### src/rtl/core_acc.sv
// core_acc: accumulates N signed partial sums into one result and queues it in a 2-entry FIFO.
// Define CORE_ACC_SAT_EN for saturating additions; the default build wraps modulo 2^ODATA_BIT.
module core_acc #(
  parameter int IDATA_BIT = 22,
  parameter int ODATA_BIT = 32,
  parameter int CNT_BIT   = 8
) (
  input  logic                 clk,
  input  logic                 rstn,
  input  logic                 clr,
  input  logic [CNT_BIT-1:0]   cfg_acc_num,
  input  logic [IDATA_BIT-1:0] idata,
  input  logic                 idata_valid,
  output logic [ODATA_BIT-1:0] odata,
  output logic                 odata_valid,
  input  logic                 odata_ready,
  output logic                 busy,
  output logic                 err_ovf
);

  typedef enum logic {
    S_IDLE = 1'b0,
    S_ACC  = 1'b1
  } state_t;

  localparam logic signed [ODATA_BIT-1:0] MAXV =
    {1'b0, {(ODATA_BIT-1){1'b1}}};
  localparam logic signed [ODATA_BIT-1:0] MINV =
    {1'b1, {(ODATA_BIT-1){1'b0}}};

  state_t                      r_state;
  logic        [CNT_BIT-1:0]   r_cnt;
  logic        [CNT_BIT-1:0]   r_n;
  logic signed [ODATA_BIT-1:0] r_acc;
  logic                        r_done;
  logic signed [ODATA_BIT-1:0] r_res;

  logic        [ODATA_BIT-1:0] r_mem [2];
  logic                        r_rd;
  logic        [1:0]           r_fcnt;
  logic                        r_err;

  logic signed [ODATA_BIT-1:0] w_ext;
  logic signed [ODATA_BIT:0]   w_sum;
  logic signed [ODATA_BIT-1:0] w_acc_nxt;
  logic        [CNT_BIT-1:0]   w_n;
  logic        [CNT_BIT-1:0]   w_cnt_nxt;
  logic                        w_pop;
  logic                        w_full;
  logic                        w_push_ok;
  logic                        w_wr;

  assign w_ext = ODATA_BIT'($signed(idata));
  assign w_sum = (ODATA_BIT+1)'(r_acc) + (ODATA_BIT+1)'(w_ext);
  assign w_n   = (cfg_acc_num == '0) ? CNT_BIT'(1) : cfg_acc_num;
  assign w_cnt_nxt = r_cnt + CNT_BIT'(1);

`ifdef CORE_ACC_SAT_EN
  // Clamp when the extra top bit disagrees with the result sign bit.
  always_comb begin
    w_acc_nxt = w_sum[ODATA_BIT-1:0];
    if (w_sum[ODATA_BIT] != w_sum[ODATA_BIT-1])
      w_acc_nxt = w_sum[ODATA_BIT] ? MINV : MAXV;
  end
`else
  // Two's complement wrap: just drop the carry bit.
  always_comb begin
    w_acc_nxt = w_sum[ODATA_BIT-1:0];
  end
`endif

  // Accumulation FSM; completed results are staged one cycle before the FIFO.
  always_ff @(posedge clk or negedge rstn) begin
    if (!rstn) begin
      r_state <= S_IDLE;
      r_cnt   <= '0;
      r_n     <= CNT_BIT'(1);
      r_acc   <= '0;
      r_done  <= 1'b0;
      r_res   <= '0;
    end else if (clr) begin
      r_state <= S_IDLE;
      r_cnt   <= '0;
      r_acc   <= '0;
      r_done  <= 1'b0;
    end else begin
      r_done <= 1'b0;
      if (idata_valid) begin
        unique case (r_state)
          S_IDLE: begin
            r_n   <= w_n;
            r_acc <= w_ext;
            if (w_n == CNT_BIT'(1)) begin
              r_done <= 1'b1;
              r_res  <= w_ext;
            end else begin
              r_cnt   <= CNT_BIT'(1);
              r_state <= S_ACC;
            end
          end
          S_ACC: begin
            r_acc <= w_acc_nxt;
            if (w_cnt_nxt == r_n) begin
              r_done  <= 1'b1;
              r_res   <= w_acc_nxt;
              r_cnt   <= '0;
              r_state <= S_IDLE;
            end else begin
              r_cnt <= w_cnt_nxt;
            end
          end
          default: r_state <= S_IDLE;
        endcase
      end
    end
  end

  assign w_pop     = (r_fcnt != 2'd0) && odata_ready;
  assign w_full    = (r_fcnt == 2'd2);
  assign w_push_ok = r_done && (!w_full || w_pop);
  // When full, rd ^ 0 == rd: the new entry lands in the slot being popped.
  assign w_wr      = r_rd ^ r_fcnt[0];

  // Two-entry output FIFO with sticky drop flag.
  always_ff @(posedge clk or negedge rstn) begin
    if (!rstn) begin
      r_mem[0] <= '0;
      r_mem[1] <= '0;
      r_rd     <= 1'b0;
      r_fcnt   <= 2'd0;
      r_err    <= 1'b0;
    end else if (clr) begin
      r_mem[0] <= '0;
      r_mem[1] <= '0;
      r_rd     <= 1'b0;
      r_fcnt   <= 2'd0;
      r_err    <= 1'b0;
    end else begin
      if (w_push_ok)
        r_mem[w_wr] <= r_res;
      if (r_done && w_full && !w_pop)
        r_err <= 1'b1;
      if (w_pop)
        r_rd <= ~r_rd;
      r_fcnt <= r_fcnt + {1'b0, w_push_ok} - {1'b0, w_pop};
    end
  end

  assign odata       = r_mem[r_rd];
  assign odata_valid = (r_fcnt != 2'd0);
  assign busy        = (r_state == S_ACC);
  assign err_ovf     = r_err;

endmodule

### config.mk
export PLATFORM = sky130hd
export DESIGN_NAME = core_acc
export DESIGN_NICKNAME = d
export VERILOG_FILES = /design/src/rtl/core_acc.sv
export SDC_FILE = /design/constraint.sdc
export NUM_CORES = 1
export LEC_CHECK = 0
export ABC_AREA = 1
export CAP_MARGIN = 20
export CORE_MARGIN = 8
export CORE_UTILIZATION = 40
export CTS_CLUSTER_SIZE = 10
export DETAILED_ROUTE_END_ITERATION = 7
export SLEW_MARGIN = 20
export SYNTH_ARGS = -nofsm -noshare
export SYNTH_HDL_FRONTEND = slang
export SYNTH_SLANG_ARGS = --single-unit
### constraint.sdc
create_clock -name clk -period 2.1 [get_ports clk]
set_input_delay 0.42 -clock clk [delete_from_list [all_inputs] [get_ports clk]]
set_output_delay 0.42 -clock clk [all_outputs]
set_load 0.02 [all_outputs]
; Word level (Yosys, flattened, before mapping)
; Cells that the tools add are included.
[word_totals]
wordCells = 82
input_bits = 35
regBits = 150
out_inout_bits = 35
[classes]
n_mux = 35
addsub = 4
n_reduce_logical = 17
n_lt_le_gt_ge = 3
bitwise_logic = 6
n_eq_ne = 6
[ops]
columns = operator, count
row1 = 32-bit two-way mux, 8
row2 = 64-bit two-way mux, 2
row3 = 32-bit case mux with 2 select lines, 2
row4 = 64-bit bitwise mux, 1
row5 = 8-bit two-way mux, 5
row6 = 32-bit by 22-bit adder with 32-bit output, 1
row7 = 32-bit demux with 1-bit select, 1
row8 = 8-bit case mux with 2 select lines, 1
row9 = 1-bit two-way mux, 12
row10 = 2-bit nonzero test, 5
row11 = "8-bit by 1-bit adder with 8-bit output, second input constant", 1
row12 = "8-bit by 1-bit equality test with 1-bit output, second input constant", 1
row13 = 8-bit equality test, 1
row14 = 8-bit logical NOT, 1
row15 = 1-bit logical AND, 5
row16 = "2-bit >= comparator, second input constant", 2
row17 = 1-bit inverter with 2-bit output, 2
row18 = 1-bit case mux with 2 select lines, 2
row19 = 4-bit AND reduction, 1
row20 = "3-bit != test, second input constant", 1
row21 = 1-bit inverter, 3
row22 = 3-bit AND reduction, 1
row23 = 2-bit by 1-bit adder with 2-bit output, 1
row24 = "2-bit equality test, second input constant", 1
row25 = other kinds (9), 10

; Logic depth before layout (Yosys ltp)
; Gate-level depths: netlist (run 1).
[logic_depth]
depth_word = 9
depth_mapped = 16
mapped_depth_nobuf = 16

; Worst setup path after synthesis (run 1)
; No wires, ideal clock.
[synth_timing]
kind = input -> register
from = in idata[0]
to = reg r_acc[16]
required_time_ps = 2034
n_path_buf = 0
cell_stages = 12
slack_ps = 146
arrival_ps = 1888
setup_time_ps = 66
cell_sequence = ha_1 fa_1 nand3_1 nand3_1 nand2_1 nand2_1 nand2_1 nand2_1 xnor2_1 o21ai_0 nand2_1 nand2_1
[synth_via]
elab_chain_len = 4
[synth_lines]
columns = item, line_no
row1 = from (decl), 12  ; input logic [IDATA_BIT-1:0] idata,
row2 = 32-bit by 22-bit adder with 32-bit output, 54  ; assign w_sum = (ODATA_BIT+1)'(r_acc) + (ODATA_BIT+1)'(w_ext);
row3 = 32-bit case mux with 2 select lines, 89  ; unique case (r_state)
row4 = 32-bit two-way mux, 88  ; if (idata_valid) begin
row5 = 32-bit two-way mux, 81  ; end else if (clr) begin
row6 = to (signal assigned), 92  ; r_acc <= w_ext;
row7 = to (signal assigned), 102  ; r_acc <= w_acc_nxt;
row8 = to (decl), 34  ; logic signed [ODATA_BIT-1:0] r_acc;
; Every way passes these cells. The select of a mux whose other input is x is not followed.
; A chain may end at the register's enable or synchronous reset.

; Worst setup path after layout (run 1)
[layout_timing]
from = reg r_rd
to = out odata[24]
[layout_via]
elab_chain_len = 4
[layout_lines]
columns = item, line_no
row1 = from (decl), 39  ; logic r_rd;
row2 = from (signal assigned), 144  ; r_rd <= ~r_rd;
row3 = 1-bit inverter with 2-bit output (not written as such), 149  ; assign odata = r_mem[r_rd];
row4 = 32-bit two-way mux (not written as such) (3 in a row), 149
row5 = to (decl), 14  ; output logic [ODATA_BIT-1:0] odata,
; Every way passes these cells. The select of a mux whose other input is x is not followed.

==> summary.md, run 1 <==
| Metric | Value |
|---|---|
| Status | `finished clean` |
| Internal power | `6.70 mW` |
| Die Y-Extent | `168 um` |
| Worst Setup Start Kind | `register` |
| Simple-Gate Fraction of Synth Area | `31.5%` |
| Register area | `3760 um^2` |
| Flops & latches, synth | `150` |
| Met1 Routed Length | `13,400 um` |
| 1st-iter DRT viols | `563` |
| Drt drc | `0` |
| Fmax | `0.480 GHz` |
| Most frequent cells in the layout | `nand2_1, inv_1, dfrtp_1` |
| Comb power frac | `33.3%` |
| Hold path start | `idata[5]` |
| Clk buf depth | `2` |
| Seq pwr share | `36.2%` |
| Clock slew at reported path FFs | `0.07 ns` |
| Slew @ Worst Pin | `0.596 ns` |
| CTS root buffer | `clkbuf_16` |
| Final hold viol count | `0` |
| Mux share of post-synthesis cell area | `0.866%` |
| Core area | `22,600 um^2` |
| Synthesized net count | `1,405` |
| Antenna Nets Post-Route | `0` |
| Area Overhead vs Synth | `36.8%` |
| Critical path peak fanout | `52` |
| Seq/Total Area, Yosys | `40.6%` |
| Synth Area in XOR/XNOR | `1.61%` |
| Filler instances | `2,146` |
| Slew HR | `60.2%` |
| GRT Util Overall | `19.6%` |
| Initial antenna violation count | `0` |
| Critical setup path kind | `reg -> out` |
| Compound-Gate Fraction of Synth Area | `9.71%` |
| P per Cell Area | `845 nW/um^2` |
| CTS tree | `done` |
| Multi-input combinational cell area | `5280 um^2` |
| TNS Setup | `0 ns` |
| Routability cong. | `0.903` |
| First-pass GRT wire length | `45,000 um` |
| Antenna diode count | `0` |
| Buf+Inv Stages, Crit Path | `2` |
| IR drop worst, VDD | `0.588 mV` |
| Largest net degree at the start of global routing | `59` |
| # rows | `55` |
| Worst skew pair latency | `0.43 ns` |
| RR Startpoint | `r_cnt[1]$_DFFE_PN0P_` |
| Vias in the first global route | `8,686` |
| Average cell area after synthesis | `6.93 um^2` |
| Clock group share of total power | `30.5%` |
| Cell count after synthesis | `1,335` |
| Top layer in use | `met4` |
| CP max-delay cell | `dfrtp_2` |
| DR WL met3 | `1280 um` |
| WL met2 | `12,800 um` |
| Adder and majority gate portion of the synthesized area | `4.82%` |
| Leak | `6.50 nW` |
| Fin Hold WS | `0.442 ns` |
| CTS Buf Count | `17` |
| Die width | `168 um` |
| Crit path cell chain | `buf_12, o21ai_0, clkdlybuf4s15_2` |
| Mapped Area | `9250 um^2` |
| Main combinational cell family by area after synthesis | `simple AND/OR/NAND/NOR gates` |
| Top delay family on crit path | `buffers and inverters` |
| Commonest non-fill, non-tap cell in the layout | `nand2_1` |
| Crit path DAT | `1.66 ns` |
| Vias | `9,012` |
| Max Slew Vio Count | `0` |
| IO Port Bufs | `69` |
| Worst EP required | `1.68 ns` |
| MaxCap Viol Count | `0` |
| RSZ-0062 raised after global routing | `true` |
| Crit path launch | `r_rd$_DFFE_PN0P_` |
| Synth unique cells | `39` |
| Htree depth | `4` |
| Clk_skew | `0.00895 ns` |
| Tcrit/Tclk final | `99.1%` |
| Critical path endpoint category | `output port` |
| Hold Path Class | `in -> reg` |
| Routed vias/inst | `5.01` |
| Ports | `70` |
| Drt first pass iters | `5` |
| Die ar. | `28,200 um^2` |
| DPL Wire Length | `19,400 um` |
| Routed length per placed instance | `15.5 um` |
| Yosys warns | `0` |
| Layout cell share with drive strength beyond 1 | `22.8%` |
| Switching power | `3.99 mW` |
| Routed WL | `28,000 um` |
| Remaining global-route overflow | `0` |
| Net Sw Frac | `37.3%` |
| Nets | `1,572` |
| CP max stage delay | `0.43 ns` |
| Initial Utilization | `40.8%` |
| Minimum clock period | `2.08 ns` |
| Final Setup Violations | `0` |
| # clock sinks | `150` |
-- power groups by stage --
stage               Clock (mW)  Combinational (mW)  Sequential, mW
floorplan                    0                1.92            3.74
global placement             0                3.34            3.85
detailed placement           0                3.38            3.86
CTS                       3.32                3.38            3.82
global route              3.43                3.96            3.93
finish                    3.26                3.56            3.87
-- Yosys cell counts (all sizes together) --
library cell	n	area, um^2
and3	1	6.26
o21ai	133	666
nor3	3	15.0
a22o	4	35.0
a21o	1	7.51
dfstp	1	26.3
xnor2	7	61.3
fa	1	20.0
o21bai	4	30.0
buf	10	66.3
nor2	56	241
clkbuf	35	131
inv	215	807
clkinv	1	3.75
dfrtp	149	3730
xor2	10	87.6
a21oi	23	115
and2	2	12.5
nor3b	1	7.51
nand3	128	651
nand2	481	1840
nand4	11	68.8
nand3b	8	60.1
or2	1	6.26
mux2i	8	80.1
o22ai	6	37.5
a21boi	1	7.51
ha	34	425
-- worst reg2reg max path, cell delays in order (launching register included) --
cell and delay, ns:
dfrtp_1 0.40, buf_4 0.15, nand2_2 0.06, nor2_4 0.16, nand3_1 0.12, nand2_1 0.10
nor2_1 0.05, nor2_2 0.11, nand3_2 0.12, nand2_4 0.12, nand3_4 0.18, clkbuf_16 0.24
nand2_1 0.06, o21ai_1 0.06
-- worst paths after layout --
kind	cells after the start	end	slack, ns
min in group asynchronous	2	r_acc[4]$_DFFE_PN0P_	0.45
max	3	odata[24]	0.02
min reg2reg	2	r_acc[30]$_DFFE_PN0P_	0.50
min	3	r_acc[5]$_DFFE_PN0P_	0.44
max in group asynchronous	3	r_acc[30]$_DFFE_PN0P_	1.03
max reg2reg	13	r_res[5]$_DFFE_PN0P_	0.06
-- state kept, by name, indices dropped and copies added (netlist names) --
name,cells
r_mem,64
r_acc,32
r_res,32
r_cnt,8
r_n,8
r_fcnt,2
busy,1
err_ovf,1
r_done,1
r_rd,1
-- cell families after synthesis --
family,after synthesis
compound gates,172
fa+ha+maj,35
mux,8
xor+xnor,17
flops,150
buf+inv,261
simple gates,692
-- routing by layer --
layer / GRT usage (%) / vias to the layer above
met5: 0 / -
met4: 5.09 / 0
met3: 3.23 / 32
met2: 30.7 / 184
met1: 27.6 / 4266
li1: - / 4530
-- through the flow --
| stage | cells | utilization, % | cell area, um^2 | power, mW | worst slack (ns) |
|---|---|---|---|---|---|
| 2_1_floorplan | 1335 | - | 9250 | 5.66 | 0.146 |
| 3_3_place_gp | 1747 | 48.8 | 11100 | 7.19 | -0.635 |
| 3_5_place_dp | 1747 | 48.8 | 11100 | 7.24 | -0.655 |
| 4_1_cts | 1785 | 53.1 | 12000 | 10.5 | -0.0128 |
| 5_1_grt | 1800 | 55.9 | 12600 | 11.3 | -0.104 |
| 6_report | 1800 | 55.9 | 12600 | 10.7 | 0.0180 |
-- layout make-up --
class | instances | share of cell area (%)
Multi-Input combinational cell | 924 | 41.7
Tap cell | 285 | 2.82
Inverter | 216 | 6.41
Timing Repair Buffer | 193 | 14.5
Clock buffer | 17 | 3.36
Sequential cell | 150 | 29.7
Clock inverter | 15 | 1.48
-- repair_timing --
item | in CTS | in global routing
setup endpoints to repair | 76 | 76
cloned | 0 | 5
hold endpoints to repair | 32 | 0
hold buffers | 1 | 0
setup buffers | 5 | 10
gates resized for setup | 113 | 168
pin swaps | 8 | 39
(Power assumes the default switching activity.)
==> run 2: changes to the inputs <==
--- a/config.mk
+++ b/config.mk
@@ -9,6 +9,7 @@
 export CAP_MARGIN = 20
 export CORE_MARGIN = 8
 export CORE_UTILIZATION = 40
+export CTS_BUF_LIST = sky130_fd_sc_hd__clkbuf_8
 export CTS_CLUSTER_SIZE = 10
 export DETAILED_ROUTE_END_ITERATION = 7
 export SLEW_MARGIN = 20
==> run 2 against run 1 <==
Effect of this change: power fell by 6.3%; via count rose by 0.30%; largest cell class unchanged; cell area fell by 0.53%; sequential cell count did not move; sequential power barely moved; worst setup slack improved by 0.027 ns; wire length rose by 1.8%; clock-buffer cell count did not move; highest routed layer unchanged; worst hold slack got worse by 0.031 ns; core utilization fell by 0.30 points.
==> summary.md, run 2 (same netlist as run 1, synthesis figures left out) <==
| Metric | Value |
|---|---|
| Nets | `1,573 (was 1,572)` |
| Drt drc | `0 (unchanged)` |
| Filler instances | `2,131 (was 2,146)` |
| Largest net degree at the start of global routing | `59 (unchanged)` |
| Crit path cell chain | `buf_6, o21ai_1, clkdlybuf4s15_2 (was buf_12, o21ai_0, clkdlybuf4s15_2)` |
| Leak | `6.45 nW (was 6.50 nW)` |
| Ports | `70 (unchanged)` |
| IO Port Bufs | `69 (unchanged)` |
| Antenna diode count | `0 (unchanged)` |
| Slew @ Worst Pin | `0.590 ns (was 0.596 ns)` |
| Remaining global-route overflow | `0 (unchanged)` |
| IR drop worst, VDD | `0.460 mV (was 0.588 mV)` |
| Tcrit/Tclk final | `97.9% (was 99.1%)` |
| Max FFs per register | `64 (unchanged)` |
| Fmax | `0.487 GHz (was 0.480 GHz)` |
| Vias | `9,039 (was 9,012)` |
| Top reg by flops | `r_mem (unchanged)` |
| Htree depth | `4 (unchanged)` |
| Clk_skew | `0.0132 ns (was 0.00895 ns)` |
| # clock sinks | `150 (unchanged)` |
| First-pass GRT wire length | `44,200 um (was 45,000 um)` |
| Final Core Density | `55.6% (was 55.9%)` |
| DPL Wire Length | `19,400 um (unchanged)` |
| Critical path endpoint category | `output port (unchanged)` |
| 1st-iter DRT viols | `652 (was 563)` |
| MaxCap Viol Count | `0 (unchanged)` |
| Routability cong. | `0.903 (unchanged)` |
| Critical path peak fanout | `15 (was 52)` |
| Worst Setup Start Kind | `register (unchanged)` |
| Worst skew pair latency | `0.47 ns (was 0.43 ns)` |
| RSZ-0062 raised after global routing | `true (unchanged)` |
| Routed WL | `28,500 um (was 28,000 um)` |
| Die ar. | `28,200 um^2 (unchanged)` |
| Critical setup path kind | `reg -> out (unchanged)` |
| Met1 Use GR | `27.5% (was 27.6%)` |
| Hold Path Class | `in -> async (was in -> reg)` |
| Crit path DAT | `1.64 ns (was 1.66 ns)` |
| Crit path launch | `r_rd$_DFFE_PN0P_ (unchanged)` |
| Top Registers | `r_mem (64), r_acc (32), r_res (32) (unchanged)` |
| Clock slew at reported path FFs | `0.10 ns (was 0.07 ns)` |
| Fin Hold WS | `0.410 ns (was 0.442 ns)` |
| Routed length per placed instance | `15.8 um (was 15.5 um)` |
| P per Cell Area | `796 nW/um^2 (was 845 nW/um^2)` |
| CTS Buf Count | `17 (unchanged)` |
| Die Y-Extent | `168 um (unchanged)` |
| Routed vias/inst | `5.02 (was 5.01)` |
| GR Layer Usage met2 | `30.3% (was 30.7%)` |
| Fin area | `12,600 um^2 (about the same)` |
| Most frequent cells in the layout | `nand2_1, inv_1, dfrtp_1 (unchanged)` |
| GR Util met3 | `2.99% (was 3.23%)` |
| Slack of the critical path | `0.0450 ns (was 0.0180 ns)` |
| Initial antenna violation count | `0 (unchanged)` |
| Non-filler cells, final | `1,801 (was 1,800)` |
| RR Startpoint | `r_cnt[1]$_DFFE_PN0P_ (unchanged)` |
| GRT busiest layer | `met2 (unchanged)` |
| Core area | `22,600 um^2 (unchanged)` |
| Commonest non-fill, non-tap cell in the layout | `nand2_1 (unchanged)` |
| CTS root buffer | `clkbuf_8 (was clkbuf_16)` |
| Final hold viol count | `0 (unchanged)` |
| Slew HR | `60.5% (was 60.2%)` |
| Clk buf depth | `2 (unchanged)` |
| Minimum clock period | `2.06 ns (was 2.08 ns)` |
| Post-DP Area | `11,100 um^2 (unchanged)` |
| Vias in the first global route | `8,552 (was 8,686)` |
| Worst slack at placement | `-0.655 ns (unchanged)` |
| Final Setup Violations | `0 (unchanged)` |
| Die width | `168 um (unchanged)` |
| CP max-delay cell | `dfrtp_2 (unchanged)` |
| Initial Utilization | `40.8% (unchanged)` |
| Max Slew Vio Count | `0 (unchanged)` |
| Status | `finished clean (unchanged)` |
| Area Overhead vs Synth | `36.1% (was 36.8%)` |
| GRT Util Overall | `19.3% (was 19.6%)` |
| Drt first pass iters | `6 (was 5)` |
| Antenna Nets Post-Route | `0 (unchanged)` |
| Layout cell share with drive strength beyond 1 | `25.5% (was 22.8%)` |
| CTS tree | `done (unchanged)` |
| Inst Count DP | `1,747 (unchanged)` |
| # rows | `55 (unchanged)` |
| CP max stage delay | `0.48 ns (was 0.43 ns)` |
| Worst EP required | `1.68 ns (about the same)` |
==> run 2: cell count changes in the layout (fill, tap and decap cells not counted), moves of 7 or more <==
| cell | previous run | this run |
|---|---|---|
| clkbuf_8 | 0 | 17 |
| nand2_1 | 409 | 380 |
| dlygate4sd2_1 | 18 | 1 |
| clkbuf_2 | 11 | 21 |
| nand2_2 | 64 | 86 |
| clkbuf_16 | 20 | 6 |
| nand2_4 | 8 | 15 |
==> run 2: path summary, 6_finish.rpt <==
kind                                    endpoint  slack, ns  depth (start not counted)
min reg2reg                r_acc[30]$_DFFE_PN0P_       0.50                          2
max reg2reg                 r_res[5]$_DFFE_PN0P_       0.04                         13
min in group clk           r_acc[20]$_DFFE_PN0P_       0.42                          5
min                         r_acc[4]$_DFFE_PN0P_       0.41                          2
max                                     odata[7]       0.04                          3
max in group asynchronous  r_acc[30]$_DFFE_PN0P_       1.06                          3
==> run 2: area by class of cell <==
cell class	instances	area, um^2	share of cell area (%)
clock buffer	17	234	1.86
clock inverter	15	188	1.49
inverter	216	811	6.44
multi-input combinational	925	5380	42.8
sequential	150	3760	29.9
tap	285	357	2.83
timing repair buffer	193	1850	14.7
==> run 2: timing repair <==
action	in CTS	in global routing
setup endpoints to repair	61	80
hold buffers	1	0
endpoints found under the hold margin	32	0
gates cloned	0	10
setup buffers	1	10
pin swaps	4	49
resized for setup	101	263
==> run 2: per-stage QoR <==
| stage | total power [mW] | setup TNS, ns |
|---|---|---|
| finish | 10.0 | 0 |
| global placement | 7.19 | -27.63 |
| global route | 10.6 | -2.83 |
| floorplan | 5.66 | 0 |
| CTS | 9.68 | -0.0405 |
| detailed placement | 7.24 | -28.85 |
==> run 2: worst max-delay path: cells and delay by family (launching register included) <==
| kind | cells | cell delay (ns) |
|---|---|---|
| compound gates | 1 | 0.21 |
| flops | 1 | 0.48 |
| buf+inv | 2 | 0.48 |
==> run 2: report_power, final <==
part / switching, mW / leakage, nW / total (mW) / internal, mW
Clock: 1.35 / 0.204 / 2.46 / 1.11
Combinational: 2.17 / 4.25 / 3.66 / 1.49
Sequential: 0.458 / 2.00 / 3.90 / 3.44
==> run 2: routing by layer <==
metal	vias to the layer above	share of wire, %	routed length, um
met3	26	3.9	1120
met4	0	1.6	460
met2	194	46	13200
li1	4529	-	-
met5	-	0	0
met1	4290	48	13700
==> run 3: changes to the inputs <==
--- a/config.mk
+++ b/config.mk
@@ -7,11 +7,14 @@
 export LEC_CHECK = 0
 export ABC_AREA = 1
 export CAP_MARGIN = 20
+export CORE_ASPECT_RATIO = 0.75
 export CORE_MARGIN = 8
 export CORE_UTILIZATION = 40
 export CTS_BUF_LIST = sky130_fd_sc_hd__clkbuf_8
+export CTS_CLUSTER_DIAMETER = 60
 export CTS_CLUSTER_SIZE = 10
 export DETAILED_ROUTE_END_ITERATION = 7
+export RECOVER_POWER = 100
 export SLEW_MARGIN = 20
 export SYNTH_ARGS = -nofsm -noshare
 export SYNTH_HDL_FRONTEND = slang
==> run 3 against run 2 <==
Effect of this change: the run now ends with setup timing left; cell count up 0.50%; power is 5.3% lower; largest power group unchanged; critical path depth is 8 higher; core utilization down 2.9 points; critical endpoint is now r_res[8]$_DFFE_PN0P_; critical path type is now in -> reg; clock skew rose by 0.011 ns; largest cell class unchanged; fmax is 4.7% lower; wire length decreased by 2.6%; sequential share of layout area increased by 1.3 points.
==> summary.md, run 3 (same netlist as run 1, synthesis figures left out) <==
| Metric | Value |
|---|---|
| Status | `finished with violations (was finished clean)` |
| Die Y-Extent | `148 um (was 168 um)` |
| IO Port Bufs | `69 (unchanged)` |
| Clk buf depth | `2 (unchanged)` |
| Seq pwr share | `40.6% (was 38.9%)` |
| Nets | `1,567 (was 1,573)` |
| Crit path DAT | `2.49 ns (was 1.64 ns)` |
| Worst skew pair latency | `0.47 ns (about the same)` |
| Htree depth | `4 (unchanged)` |
| Critical path peak fanout | `3 (was 15)` |
| Final hold viol count | `0 (unchanged)` |
| RSZ-0062 raised after global routing | `true (unchanged)` |
| GRT Util Overall | `19.7% (was 19.3%)` |
| P per Cell Area | `786 nW/um^2 (was 796 nW/um^2)` |
| Core area | `22,900 um^2 (was 22,600 um^2)` |
| Initial Utilization | `40.4% (was 40.8%)` |
| Area Overhead vs Synth | `30.5% (was 36.1%)` |
| Leak | `6.23 nW (was 6.45 nW)` |
| Most frequent cells in the layout | `nand2_1, inv_1, dfrtp_1 (unchanged)` |
| Internal power | `5.72 mW (was 6.04 mW)` |
| Vias | `8,868 (was 9,039)` |
| Fmax | `0.464 GHz (was 0.487 GHz)` |
| Critical path endpoint category | `register (was output port)` |
| Commonest non-fill, non-tap cell in the layout | `nand2_1 (unchanged)` |
| Drt drc | `0 (unchanged)` |
| 1st-iter DRT viols | `675 (was 652)` |
| CTS root buffer | `clkbuf_8 (unchanged)` |
| Routed WL | `27,700 um (was 28,500 um)` |
| Tcrit/Tclk final | `103% (was 97.9%)` |
| Met1 Routed Length | `14,700 um (was 13,700 um)` |
| Initial antenna violation count | `0 (unchanged)` |
| Vias in the first global route | `8,180 (was 8,552)` |
| # rows | `48 (was 55)` |
| Top layer in use | `met4 (unchanged)` |
| Post-DP Area | `11,100 um^2 (about the same)` |
| Inst Count DP | `1,761 (was 1,747)` |
| Layout cell share with drive strength beyond 1 | `20.1% (was 25.5%)` |
| RR Startpoint | `r_acc[0]$_DFFE_PN0P_ (was r_cnt[1]$_DFFE_PN0P_)` |
| CTS Buf Count | `17 (unchanged)` |
| Remaining global-route overflow | `0 (unchanged)` |
| Die width | `192 um (was 168 um)` |
| Routability cong. | `0.921 (was 0.903)` |
| Critical setup path kind | `in -> reg (was reg -> out)` |
| DR WL met3 | `1570 um (was 1120 um)` |
| Largest net degree at the start of global routing | `58 (was 59)` |
| Top reg by flops | `r_mem (unchanged)` |
| Antenna diode count | `0 (unchanged)` |
| Failing checks | `setup timing` |
| DPL Wire Length | `20,300 um (was 19,400 um)` |
| Ports | `70 (unchanged)` |
| Clock slew at reported path FFs | `0.10 ns (about the same)` |
| Non-filler cells, final | `1,810 (was 1,801)` |
| Worst EP required | `2.44 ns (was 1.68 ns)` |
| Slack of the critical path | `-0.0564 ns (was 0.0450 ns)` |
| Slew @ Worst Pin | `1.29 ns (was 0.590 ns)` |
| Top Registers | `r_mem (64), r_acc (32), r_res (32) (unchanged)` |
| MaxCap Viol Count | `0 (unchanged)` |
| Routed length per placed instance | `15.3 um (was 15.8 um)` |
| Critical path endpoint | `r_res[8]$_DFFE_PN0P_ (was odata[7])` |
| # clock sinks | `150 (unchanged)` |
| First-pass GRT wire length | `44,100 um (was 44,200 um)` |
| TNS Setup | `-0.0711 ns (was 0 ns)` |
| Reg2Reg Setup Slack | `-0.03 ns (was 0.04 ns)` |
| Minimum clock period | `2.16 ns (was 2.06 ns)` |
| Hold Path Class | `in -> reg (was in -> async)` |
| Final Setup Violations | `2 (was 0)` |
| Crit path launch | `idata[0] (was r_rd$_DFFE_PN0P_)` |
| Clk_skew | `0.0242 ns (was 0.0132 ns)` |
| Antenna Nets Post-Route | `0 (unchanged)` |
| Max FFs per register | `64 (unchanged)` |
| Worst slack at placement | `-0.669 ns (was -0.655 ns)` |
| Drt first pass iters | `5 (was 6)` |
| Routed vias/inst | `4.90 (was 5.02)` |
| Worst Setup Start Kind | `input port (was register)` |
| WL met2 | `11,300 um (was 13,200 um)` |
| Worst flop-to-flop path endpoint | `r_res[8]$_DFFE_PN0P_ (was r_res[5]$_DFFE_PN0P_)` |
| Net Sw Frac | `39.7% (about the same)` |
| Comb power frac | `36.7% (was 36.5%)` |
| Filler instances | `2,250 (was 2,131)` |
| Clock group share of total power | `22.6% (was 24.6%)` |
| Min-Delay Path Depth | `5` |
| Max Slew Vio Count | `0 (unchanged)` |
| Fin area | `12,100 um^2 (was 12,600 um^2)` |
| Switching power | `3.77 mW (was 3.97 mW)` |
| IR drop worst, VDD | `0.383 mV (was 0.460 mV)` |
| Die ar. | `28,300 um^2 (was 28,200 um^2)` |
| Cells on worst reg2reg path | `10 (was 13)` |
| Slew HR | `14.0% (was 60.5%)` |
| CTS tree | `done (unchanged)` |
-- run 3: final cells by class --
class	instances	area (um^2)	area share, %
Sequential cell	150	3750	31.1
Timing Repair Buffer	188	1730	14.3
Inverter	216	811	6.72
Clock buffer	18	248	2.05
Multi-Input combinational cell	924	5030	41.7
Clock inverter	14	115	0.954
Tap cell	300	375	3.11
-- run 3: how the worst min path moves through the flow --
stage	slack, ns	end	start
finish	0.42	r_acc[20]$_DFFE_PN0P_	idata[20]
global route	0.43	r_acc[17]$_DFFE_PN0P_	idata[17]
CTS	0.48	r_acc[7]$_DFFE_PN0P_	rstn
detailed placement	0.40	r_mem[7]$_DFFE_PN0P_	rstn
global placement	0.39	r_mem[7]$_DFFE_PN0P_	rstn
floorplan	0.12	busy$_DFFE_PN0P_	rstn
-- run 3: power groups by stage --
| stage | Clock (mW) | Sequential [mW] | Combinational [mW] |
|---|---|---|---|
| 2_1_floorplan | 0 | 3.74 | 1.92 |
| 3_3_place_gp | 0 | 3.87 | 3.40 |
| 3_5_place_dp | 0 | 3.88 | 3.44 |
| 4_1_cts | 2.18 | 3.83 | 3.39 |
| 5_1_grt | 2.32 | 3.92 | 3.88 |
| 6_report | 2.15 | 3.86 | 3.48 |
-- run 3: routing by layer --
layer	vias to the layer above	GRT usage (%)
met1	4127	31.2
met3	16	3.34
met4	0	3.61
met2	207	27.4
li1	4518	-
met5	-	0
-- run 3: worst max-delay path: stages --
cell and delay, ns:
clkdlybuf4s50_1 0.44, ha_1 0.24, fa_2 0.38, nand3_1 0.10, nand3_2 0.11, nand2_1 0.09
nand2_2 0.08, buf_4 0.13, xor2_1 0.14, mux2i_2 0.25, o21ai_1 0.11
-- run 3: repair_timing --
action                                  4_1_cts  5_1_grt
endpoints found under the hold margin        41        0
endpoints found under the setup margin       66       86
pin swaps                                     3       28
gates resized for setup                     106      145
gates cloned                                  1        1
setup buffers                                 1       13
hold buffers                                  1        0
-- run 3: metrics by stage --
| step | utilization [%] | power [mW] | hold slack, ns |
|---|---|---|---|
| 2_1_floorplan | - | 5.66 | 0.124 |
| 3_3_place_gp | 48.4 | 7.27 | 0.393 |
| 4_1_cts | 50.7 | 9.40 | 0.477 |
| 5_1_grt | 52.7 | 10.1 | 0.430 |
| 3_5_place_dp | 48.4 | 7.32 | 0.398 |
| 6_report | 52.7 | 9.49 | 0.424 |
